**config.mk**
```make
export PLATFORM = sky130hd
export DESIGN_NAME = prog_pattern_timer
export DESIGN_NICKNAME = d
export VERILOG_FILES = /design/src/rtl/prog_pattern_timer.sv
export SDC_FILE = /design/constraint.sdc
export NUM_CORES = 1
export LEC_CHECK = 0
export ABC_AREA = 0
export CAP_MARGIN = 20
export CORE_UTILIZATION = 35
export DETAILED_ROUTE_END_ITERATION = 10
export GPL_ROUTABILITY_DRIVEN = 0
export GPL_TIMING_DRIVEN = 1
export PLACE_DENSITY_LB_ADDON = 0.08
export SYNTH_ARGS = -nofsm -noshare
export SYNTH_HDL_FRONTEND = slang
export SYNTH_SLANG_ARGS = --single-unit
```
**constraint.sdc**
```tcl
create_clock -name clk -period 2.3 [get_ports clk]
set_input_delay 0.46 -clock clk [delete_from_list [all_inputs] [get_ports clk]]
set_output_delay 0.46 -clock clk [all_outputs]
set_load 0.01 [all_outputs]
```
**src/rtl/prog_pattern_timer.sv**
```systemverilog
`default_nettype none
// ============================================================================
// Module      : prog_pattern_timer
// Description : Serial pattern detector that captures a programmed delay and
//               times it out in units of TICK_CNT clock cycles.
// Revision    : 1.0 - initial release
// ============================================================================
module prog_pattern_timer #(
    parameter int               PAT_W    = 4,
    parameter logic [PAT_W-1:0] PATTERN  = 4'b1101,
    parameter int               DELAY_W  = 4,
    parameter int               TICK_CNT = 1000
) (
    input  logic               clk,
    input  logic               reset,
    input  logic               data,
    input  logic               ack,
    input  logic               abort,
    output logic               shift_ena,
    output logic               counting,
    output logic               done,
    output logic [DELAY_W-1:0] count
);

    localparam int c_fill_w = $clog2(PAT_W);
    localparam int c_load_w = $clog2(DELAY_W + 1);
    localparam int c_tick_w = ($clog2(TICK_CNT) > 1) ? $clog2(TICK_CNT) : 1;

    localparam logic [c_fill_w-1:0] c_fill_max  = c_fill_w'(PAT_W - 1);
    localparam logic [c_load_w-1:0] c_load_last = c_load_w'(DELAY_W - 1);
    localparam logic [c_tick_w-1:0] c_tick_max  = c_tick_w'(TICK_CNT - 1);

    typedef enum logic [1:0] {
        SEARCH = 2'd0,
        LOAD   = 2'd1,
        COUNT  = 2'd2,
        WAIT   = 2'd3
    } state_t;

    state_t              r_state;
    state_t              w_next;
    logic [PAT_W-2:0]    r_hist;
    logic [c_fill_w-1:0] r_fill;
    logic [DELAY_W-1:0]  r_delay;
    logic [c_load_w-1:0] r_load;
    logic [c_tick_w-1:0] r_tick;
    logic [DELAY_W-1:0]  r_count;

    logic [PAT_W-1:0]    w_shift;
    logic [DELAY_W-1:0]  w_delay_next;
    logic                w_match;

    assign w_shift      = {r_hist, data};
    assign w_delay_next = DELAY_W'({r_delay, data});
    assign w_match      = (r_fill == c_fill_max) && (w_shift == PATTERN);

    always_ff @(posedge clk) begin
        if (reset) begin
            r_state <= SEARCH;
        end else begin
            r_state <= w_next;
        end
    end

    always_comb begin
        w_next    = r_state;
        shift_ena = 1'b0;
        counting  = 1'b0;
        done      = 1'b0;
        count     = '0;
        case (r_state)
            SEARCH: begin
                if (!abort && w_match) begin
                    w_next = LOAD;
                end
            end
            LOAD: begin
                shift_ena = 1'b1;
                if (abort) begin
                    w_next = SEARCH;
                end else if (r_load == c_load_last) begin
                    w_next = COUNT;
                end
            end
            COUNT: begin
                counting = 1'b1;
                count    = r_count;
                if (abort) begin
                    w_next = SEARCH;
                end else if ((r_tick == '0) && (r_count == '0)) begin
                    w_next = WAIT;
                end
            end
            WAIT: begin
                done = 1'b1;
                if (abort || ack) begin
                    w_next = SEARCH;
                end
            end
            default: begin
                w_next = SEARCH;
            end
        endcase
    end

    always_ff @(posedge clk) begin
        if (reset) begin
            r_hist  <= '0;
            r_fill  <= '0;
            r_delay <= '0;
            r_load  <= '0;
            r_tick  <= '0;
            r_count <= '0;
        end else begin
            // History only accumulates while searching, so every return to
            // SEARCH starts from an empty window.
            if (r_state != SEARCH) begin
                r_hist <= '0;
                r_fill <= '0;
            end
            case (r_state)
                SEARCH: begin
                    r_load <= '0;
                    if (abort) begin
                        r_hist <= '0;
                        r_fill <= '0;
                    end else begin
                        r_hist <= w_shift[PAT_W-2:0];
                        if (r_fill != c_fill_max) begin
                            r_fill <= r_fill + 1'b1;
                        end
                    end
                end
                LOAD: begin
                    r_delay <= w_delay_next;
                    r_load  <= r_load + 1'b1;
                    if (r_load == c_load_last) begin
                        r_count <= w_delay_next;
                        r_tick  <= c_tick_max;
                    end
                end
                COUNT: begin
                    if (r_tick == '0) begin
                        if (r_count != '0) begin
                            r_count <= r_count - 1'b1;
                            r_tick  <= c_tick_max;
                        end
                    end else begin
                        r_tick <= r_tick - 1'b1;
                    end
                end
                default: begin
                end
            endcase
        end
    end

endmodule
`default_nettype wire

```
# Word-level counts from Yosys, hierarchy flattened
# Index checks and enable logic that the tools add are counted.
[classes] n_addsub=4 eq_ne=15 mux=27 n_reduce_logical=16
[op_table] operator="$mux W10" n=3
[op_table] operator="$mux W2" n=10
[op_table] operator="$pmux W10 S2" n=1
[op_table] operator="$mux W4" n=4
[op_table] operator="$ne A2 B2 Y1 const B" n=6
[op_table] operator="$logic_not A10 Y1" n=1
[op_table] operator="$sub A10 B1 Y10 const B" n=1
[op_table] operator="$mux W3" n=3
[op_table] operator="$ne A3 B3 Y1 const B" n=3
[op_table] operator="$pmux W2 S4" n=1
[op_table] operator="$pmux W4 S2" n=1
[op_table] operator="$reduce_and A4 Y1" n=2
[op_table] operator="$reduce_bool A2 Y1" n=4
[op_table] operator="$eq A2 B2 Y1 const B" n=3
[op_table] operator="$pmux W3 S2" n=1
[op_table] operator="$eq A4 B4 Y1 const B" n=1
[op_table] operator="$logic_not A4 Y1" n=1
[op_table] operator="$reduce_bool A4 Y1" n=1
[op_table] operator="$sub A4 B1 Y4 const B" n=1
[op_table] operator="$add A3 B1 Y3 const B" n=1
[op_table] operator="$eq A3 B2 Y1 const B" n=1
[op_table] operator="$logic_and A1 B1 Y1" n=3
[op_table] operator="$mux W1" n=3
[op_table] operator="$reduce_and A3 Y1" n=1
[op_table] operator="other kinds (5)" n=5
[word_totals] register_bits=27 inputBits=5 out_inout_bits=7 elab_cells=69

# Logic depth before layout (Yosys ltp)
# Gate-level depths: netlist (run 1).
[depth] word_depth=5 ltp_mapped=8 mapped_depth_nobuf=7

# Worst setup path after synthesis (run 1)
# OpenSTA, ideal clock, no wires.
[synth_path] path_type="register to register" startpoint="register r_count[0]" endpoint="register r_tick[7]" setup_ns=0.142 t_arrival_ns=1.818 required_time_ns=2.158 path_slack_ns=0.340 stages_incl_launch_ff=8 path_buffers=0 period_less_slack_ns=1.960 cell_sequence="dfxtp_1 inv_1 ha_1 or3b_2 a21oi_1 or2b_2 a21oi_1 a311oi_1"
[synth_between] elab_chain_cells=3
[synth_rtl] item="start, declared" line_no="47" rtl="logic [DELAY_W-1:0] r_count;"
[synth_rtl] item="start signal, assigned" line_no="138" rtl="r_count <= w_delay_next;"
[synth_rtl] item="start signal, assigned" line_no="145" rtl="r_count <= r_count - 1'b1;"
[synth_rtl] item="$reduce_bool A4 Y1" line_no="144" rtl="if (r_count != '0) begin"
[synth_rtl] item="$ne A3 B3 Y1 (no line)"
[synth_rtl] item="$reduce_and A3 Y1 (no line)"
[synth_rtl] item="end signal, assigned" line_no="139" rtl="r_tick <= c_tick_max;"
[synth_rtl] item="end signal, assigned" line_no="146" rtl="r_tick <= c_tick_max;"
[synth_rtl] item="end signal, assigned" line_no="149" rtl="r_tick <= r_tick - 1'b1;"
[synth_rtl] item="end, declared" line_no="46" rtl="logic [c_tick_w-1:0] r_tick;"
# Every way passes these cells.
# A chain may end at the register's enable or synchronous reset.

# Worst setup path after layout (run 1)
[layout_path] startpoint="register r_state[0]" endpoint="output port count[1]"
[layout_between] elab_chain_cells=2
[layout_rtl] item="start, declared" line_no="40" rtl="state_t r_state;"
[layout_rtl] item="start signal, assigned" line_no="61" rtl="r_state <= w_next;"
[layout_rtl] item="$eq A2 B2 Y1" line_no="71" rtl="case (r_state)"
[layout_rtl] item="$mux W4" line_no="71"
[layout_rtl] item="end, declared" line_no="22" rtl="output logic [DELAY_W-1:0] count"
# Every way passes these cells.

==> flow_summary.yaml, run 1 <==
clocking:
  path_clk_slew_ns: 0.09
  cts_root_buf: "clkbuf_8"
  hold_buffers: 0
  tritoncts: "yes"
  cts_sinks: 27
  clock_path_buffers: 2
  cts.htree.levels: 1
  clk_latency_ns: 0.27
  cts_made_buffers: 3
power:
  clock_power_share_pct: 36.0
  leakagePower_nw: 0.6564
  powerDensity_mw_per_mm2: 454.3
  swShare_pct: 21.92
  seqPwrFrac_pct: 60.9
  intPower_mw: 0.6040
  p_switching_mw: 0.1696
  p_comb_share_pct: 3.1
  ir_worst_vdd_v: 0.0001797
drt:
  drt_iter0_drc: 70
  postRouteAntennaNets: 0
  vias: 1303
  firstDrtPassIters: 4
  drt_wl_total_um: 3266
  drc: 0
  wire_per_inst_um: 13.61
  viasPerCell: 5.429
critical_path:
  crit_slowest_cell: "clkdlybuf4s50_1"
  path_class: "register to output port"
  required_ns: 1.84
  critPathMaxStageDelay_ns: 0.54
  crit_arrival_ns: 1.72
  end_kind: "output port"
  crit_path_max_fanout: 6
  startpoint: "r_state[0]"
  critPathLaunchType: "register"
  timing.rr.start: "r_count[0]"
  crit_chain: "nand2b_1, buf_4, nor2_1, clkdlybuf4s50_1"
synth:
  synth_top_area_share_pct: 38.03
  async_reset_ff_share_pct: 0
  syn-num-nets: 185
  ys_dominant_reg_cell: "dfxtp_1"
  synth_cell_types: 41
  yosysSeqAreaShare_pct: 38.03
  ys_top_cells_by_count: "dfxtp_1 (27), nor2_1 (21), nand2_1 (16), a21oi_1 (14), inv_1 (11)"
  synth_seq_cells: 27
  synth_most_common_cell: "dfxtp_1"
  synth-edff-count: 0
  yosysWarnings: 0
  avgSynthCellArea_um2: 8.169
  yosysTopAreaCell: "dfxtp_1"
  synth.area.top_cells: "dfxtp_1 (38%), nor2_1 (5.5%), ha_1 (5.3%), a21oi_1 (4.9%), nand2_1 (4.2%)"
  synth_area_mm2: 0.001421
  postSynthCellCount: 174
floorplan:
  die_h_um: 65.73
  ioPinCount: 12
  num_rows: 22
  die_w_um: 65.73
  core_mm2: 0.003771
  die_area_mm2: 0.004320
  initial_utilization_pct: 37.69
global_route:
  antenna_found_initial: 0
  grt_pass1_wl_um: 5609
  grt_pass1_vias: 1219
  grt_max_degree: 17
  grt_usage_pct: 16.65
  gr-total-overflow: 0
sta:
  slew_headroom_pct: 65.54
  setup_tns_ns: 0
  skew_ns: 0.002961
  clock.fmax_mhz: 458.3
  worst_pin_slew_ns: 0.5121
  hold_slack_ns: 0.4636
  finalCritPeriodShare_pct: 94.88
  min_period_ns: 2.182
  slew_violations: 0
  setup_violations: 0
  hold_violations: 0
  rsz0062_at_grt: "false"
finish:
  drive_gt1_share_pct: 13.54
  fin_nets: 204
  fill_cells: 387
  diodes: 0
  area_growth_pct: 19.81
flow_run:
  max_cap_violations: 0
outcome:
  status: "finished clean"
worst_hold_path:
  min_path_type: "register to register"
  hold_start: "r_hist[0]"
placed_design:
  hpwl_um: 2434
  io_buffers: 11
[path summary, 6_finish.rpt]
kind          endpoint  cells after the start  slack [ns]
min          r_hist[1]                      1        0.46
min reg2reg  r_hist[1]                      1        0.46
max reg2reg  r_tick[5]                      7        0.22
max           count[1]                      4        0.12
[stage by stage]
stage	setup WS, ns	util, %	instances	total power, mW	cell area [um^2]
after global routing	0.03049	45.16	240	0.8083	1703
after floorplan	0.3403	-	174	0.4926	1421
after detailed placement	0.1798	43.60	236	0.5066	1644
after CTS	0.06842	44.89	240	0.7888	1693
final	0.1178	45.16	240	0.7736	1703
after global placement	0.2329	43.60	236	0.5060	1644
[critical path: cells and delay by family (launching register included)]
| family | cells | cell delay, ns |
|---|---|---|
| simple gates | 2 | 0.36 |
| flops | 1 | 0.32 |
| buf+inv | 2 | 0.77 |
[power groups by stage]
stage | Combinational [mW] | Sequential [mW] | Clock [mW]
6_report | 0.0239 | 0.471 | 0.278
5_1_grt | 0.0270 | 0.472 | 0.309
4_1_cts | 0.0245 | 0.472 | 0.293
2_1_floorplan | 0.0107 | 0.482 | 0
3_3_place_gp | 0.0240 | 0.482 | 0
3_5_place_dp | 0.0244 | 0.482 | 0
[placed cells by master (no fill, tap or decap), types with 3 or more instances in the layout]
master,count
dfxtp_1,27
nor2_1,21
nand2_1,16
a21oi_1,13
clkdlybuf4s50_1,11
buf_4,11
inv_1,10
o21ai_0,8
and2_1,6
nor3_1,6
ha_1,6
mux2i_1,5
a311oi_1,4
a211oi_1,4
nor4_1,3
nor3b_1,3
clkbuf_8,3
[routing by layer]
layer | wire length [um] | GRT usage (%) | up-vias
met3 | 80 | 2.083 | 5
met2 | 1565 | 28.06 | 30
li1 | - | - | 662
met5 | 0 | 0 | -
met4 | 36 | 4.891 | 0
met1 | 1584 | 21.87 | 606
[flip-flops by register name (all words and copies together), names as in the netlist]
signal / flops
r_hist: 3
r_state: 2
r_count: 4
r_fill: 2
r_tick: 10
r_load: 3
r_delay: 3
[kinds of logic after synthesis]
kind of cell	after synthesis	share of synthesized area, %
AOI/OAI and AO/OA	44	20.60
muxes	6	4.313
and+or+nand+nor	71	26.15
DFF	27	38.03
buffers and inverters	19	5.018
xor gates and xnor gates	1	0.6163
adders and majority gates	6	5.282
[area by class of cell]
cell class	instances	area [um^2]	share of cell area [%]
Clock inverter	1	7.507	0.4409
Sequential cell	27	540.5	31.74
Timing Repair Buffer	22	192.7	11.32
Clock buffer	3	41.29	2.425
Tap cell	48	60.06	3.527
Multi-Input combinational cell	128	819.5	48.13
Inverter	11	41.29	2.425
[timing repair]
action,in CTS,in global routing
setup buffers,0,0
gates resized for setup,0,3
setup endpoints to repair,0,5
Note: power is estimated with default switching activity, not from simulation.
==> inputs of run 2 (changes only) <==
- CORE_MARGIN: default -> 2
==> run 2 against run 1 <==
Compared with the run above:
- die area up 6.2%
- cell count up 1.7%
- first-iteration DRC count down 26%
- sequential power about the same
- worst setup slack better by 0.016 ns
- clock power up 3%
- critical endpoint is now count[0]
- largest power group unchanged
- highest routed layer unchanged
==> flow_summary.yaml, run 2 (synthesized netlist as in run 1, its figures left out) <==
power:
  power_mw: 0.7826
  seqPwrFrac_pct: 60.2
  p_comb_share_pct: 3.3
  ir_worst_vdd_v: 0.0002533
  swShare_pct: 22.65
  powerDensity_mw_per_mm2: 457.5
  clock_power_share_pct: 36.4
  leakagePower_nw: 0.6685
  p_switching_mw: 0.1772
  intPower_mw: 0.6053
finish:
  largest_register_ffs: 10
  top_register: "r_tick"
  area_growth_pct: 20.33
  layout_commonest_cell: "dfxtp_1"
  register_area_um2: 540.5
  largestRegisters: "r_tick x10, r_count x4"
  fin_nets: 206
  multi_input_area_um2: 809.5
  fill_cells: 389
  diodes: 0
  post-route-cell-area_mm2: 0.001710
  mostFrequentLayoutCells: "dfxtp_1 (27), nor2_1 (21), nand2_1 (16)"
  drive_gt1_share_pct: 12.89
global_route:
  grt_pass1_vias: 1222
  gr-total-overflow: 0
  grt_usage_pct: 16.44
  grt_pass1_wl_um: 5747
  grt_max_degree: 17
  antenna_found_initial: 0
floorplan:
  initial_utilization_pct: 36.05
  core_mm2: 0.003943
  die_h_um: 67.73
  die_area_mm2: 0.004587
  ioPinCount: 12
  num_rows: 23
  die_w_um: 67.73
critical_path:
  path_class: "register to output port"
  crit_path_frequent_cell: "inv_1"
  crit_arrival_ns: 1.71
  critPathMaxStageDelay_ns: 0.52
  crit_path_max_fanout: 9
  ff2ff_setup_slack_ns: 0.19
  required_ns: 1.84
  crit_slowest_cell: "clkdlybuf4s50_1"
  crit_chain: "nand2b_1, inv_1, nand2_1, inv_1, clkdlybuf4s50_1"
  critPathLaunchType: "register"
  path_buf_inv: 3
  end_kind: "output port"
  path_delay_family: "buffers and inverters"
clocking:
  hold_buffers: 0
  cts_made_buffers: 3
  clock_path_buffers: 2
  tritoncts: "yes"
  path_clk_slew_ns: 0.10
  post-cts-setup-buffers: 0
  cts_resized: 0
  cts.htree.levels: 1
  clk_latency_ns: 0.28
  cts_sinks: 27
  cts_root_buf: "clkbuf_8"
sta:
  rsz0062_at_grt: "false"
  slew_headroom_pct: 66.21
  min_period_ns: 2.167
  hold_violations: 0
  worst_pin_slew_ns: 0.5022
  hold_slack_ns: 0.4618
  slew_violations: 0
  setup_tns_ns: 0
  skew_ns: 0.002452
  setup_violations: 0
  clock.fmax_mhz: 461.5
  finalCritPeriodShare_pct: 94.20
drt:
  firstDrtPassIters: 4
  wire_per_inst_um: 13.89
  drt_wl_total_um: 3389
  drt_iter0_drc: 52
  vias: 1302
  drc: 0
  viasPerCell: 5.336
  postRouteAntennaNets: 0
placed_design:
  place_area_mm2: 0.001662
  io_buffers: 11
  hpwl_um: 2484
outcome:
  status: "finished clean"
worst_hold_path:
  min_path_type: "register to register"
flow_run:
  max_cap_violations: 0
==> run 2: cell types whose count changed in the layout (fill, tap and decap cells not counted), sizes merged <==
cell  previous run  this run
buf             11        13
==> run 2: through the flow <==
stage / setup slack, ns / util [%] / instances
after floorplan: 0.3403 / - / 174
after global placement: 0.2734 / 42.15 / 240
after detailed placement: 0.2321 / 42.15 / 240
after CTS: 0.1084 / 43.38 / 244
after global routing: 0.01266 / 43.38 / 244
final: 0.1333 / 43.38 / 244
==> run 2: power groups by stage <==
stage          sequential (mW)  clock [mW]  combinational (mW)
3_5_place_dp             0.482           0              0.0261
3_3_place_gp             0.482           0              0.0257
5_1_grt                  0.472       0.311              0.0285
6_report                 0.471       0.285              0.0260
2_1_floorplan            0.482           0              0.0107
4_1_cts                  0.471       0.297              0.0262
==> run 2: layer usage <==
metal,vias to the layer above,wire length [um],global-route usage (%)
li1,661,-,-
met3,2,103,2.000
met2,23,1582,26.35
met5,-,0,0
met1,616,1678,22.93
met4,0,24,4.847
==> run 2: cell type report <==
class / instances / share of cell area [%]
clock buffers: 3 / 2.414
clock inverters: 1 / 0.4389
multi-input cells: 128 / 47.33
repair buffers: 24 / 12.14
flip-flops and latches: 27 / 31.60
inverters: 11 / 2.414
well taps: 50 / 3.658
==> run 2: worst paths after layout <==
check,from,endpoint,cells past startpoint
worst max-delay path,r_state[0],count[0],5
worst min-delay path,r_hist[0],r_hist[1],1
worst max register to register,r_count[0],r_tick[9],7
worst min register to register,r_hist[0],r_hist[1],1
==> inputs of run 3 (changes only) <==
- SKIP_LAST_GASP: default -> 1
==> results of run 3 <==
No change in the layout: final DEF, timing and power equal those of run 2.
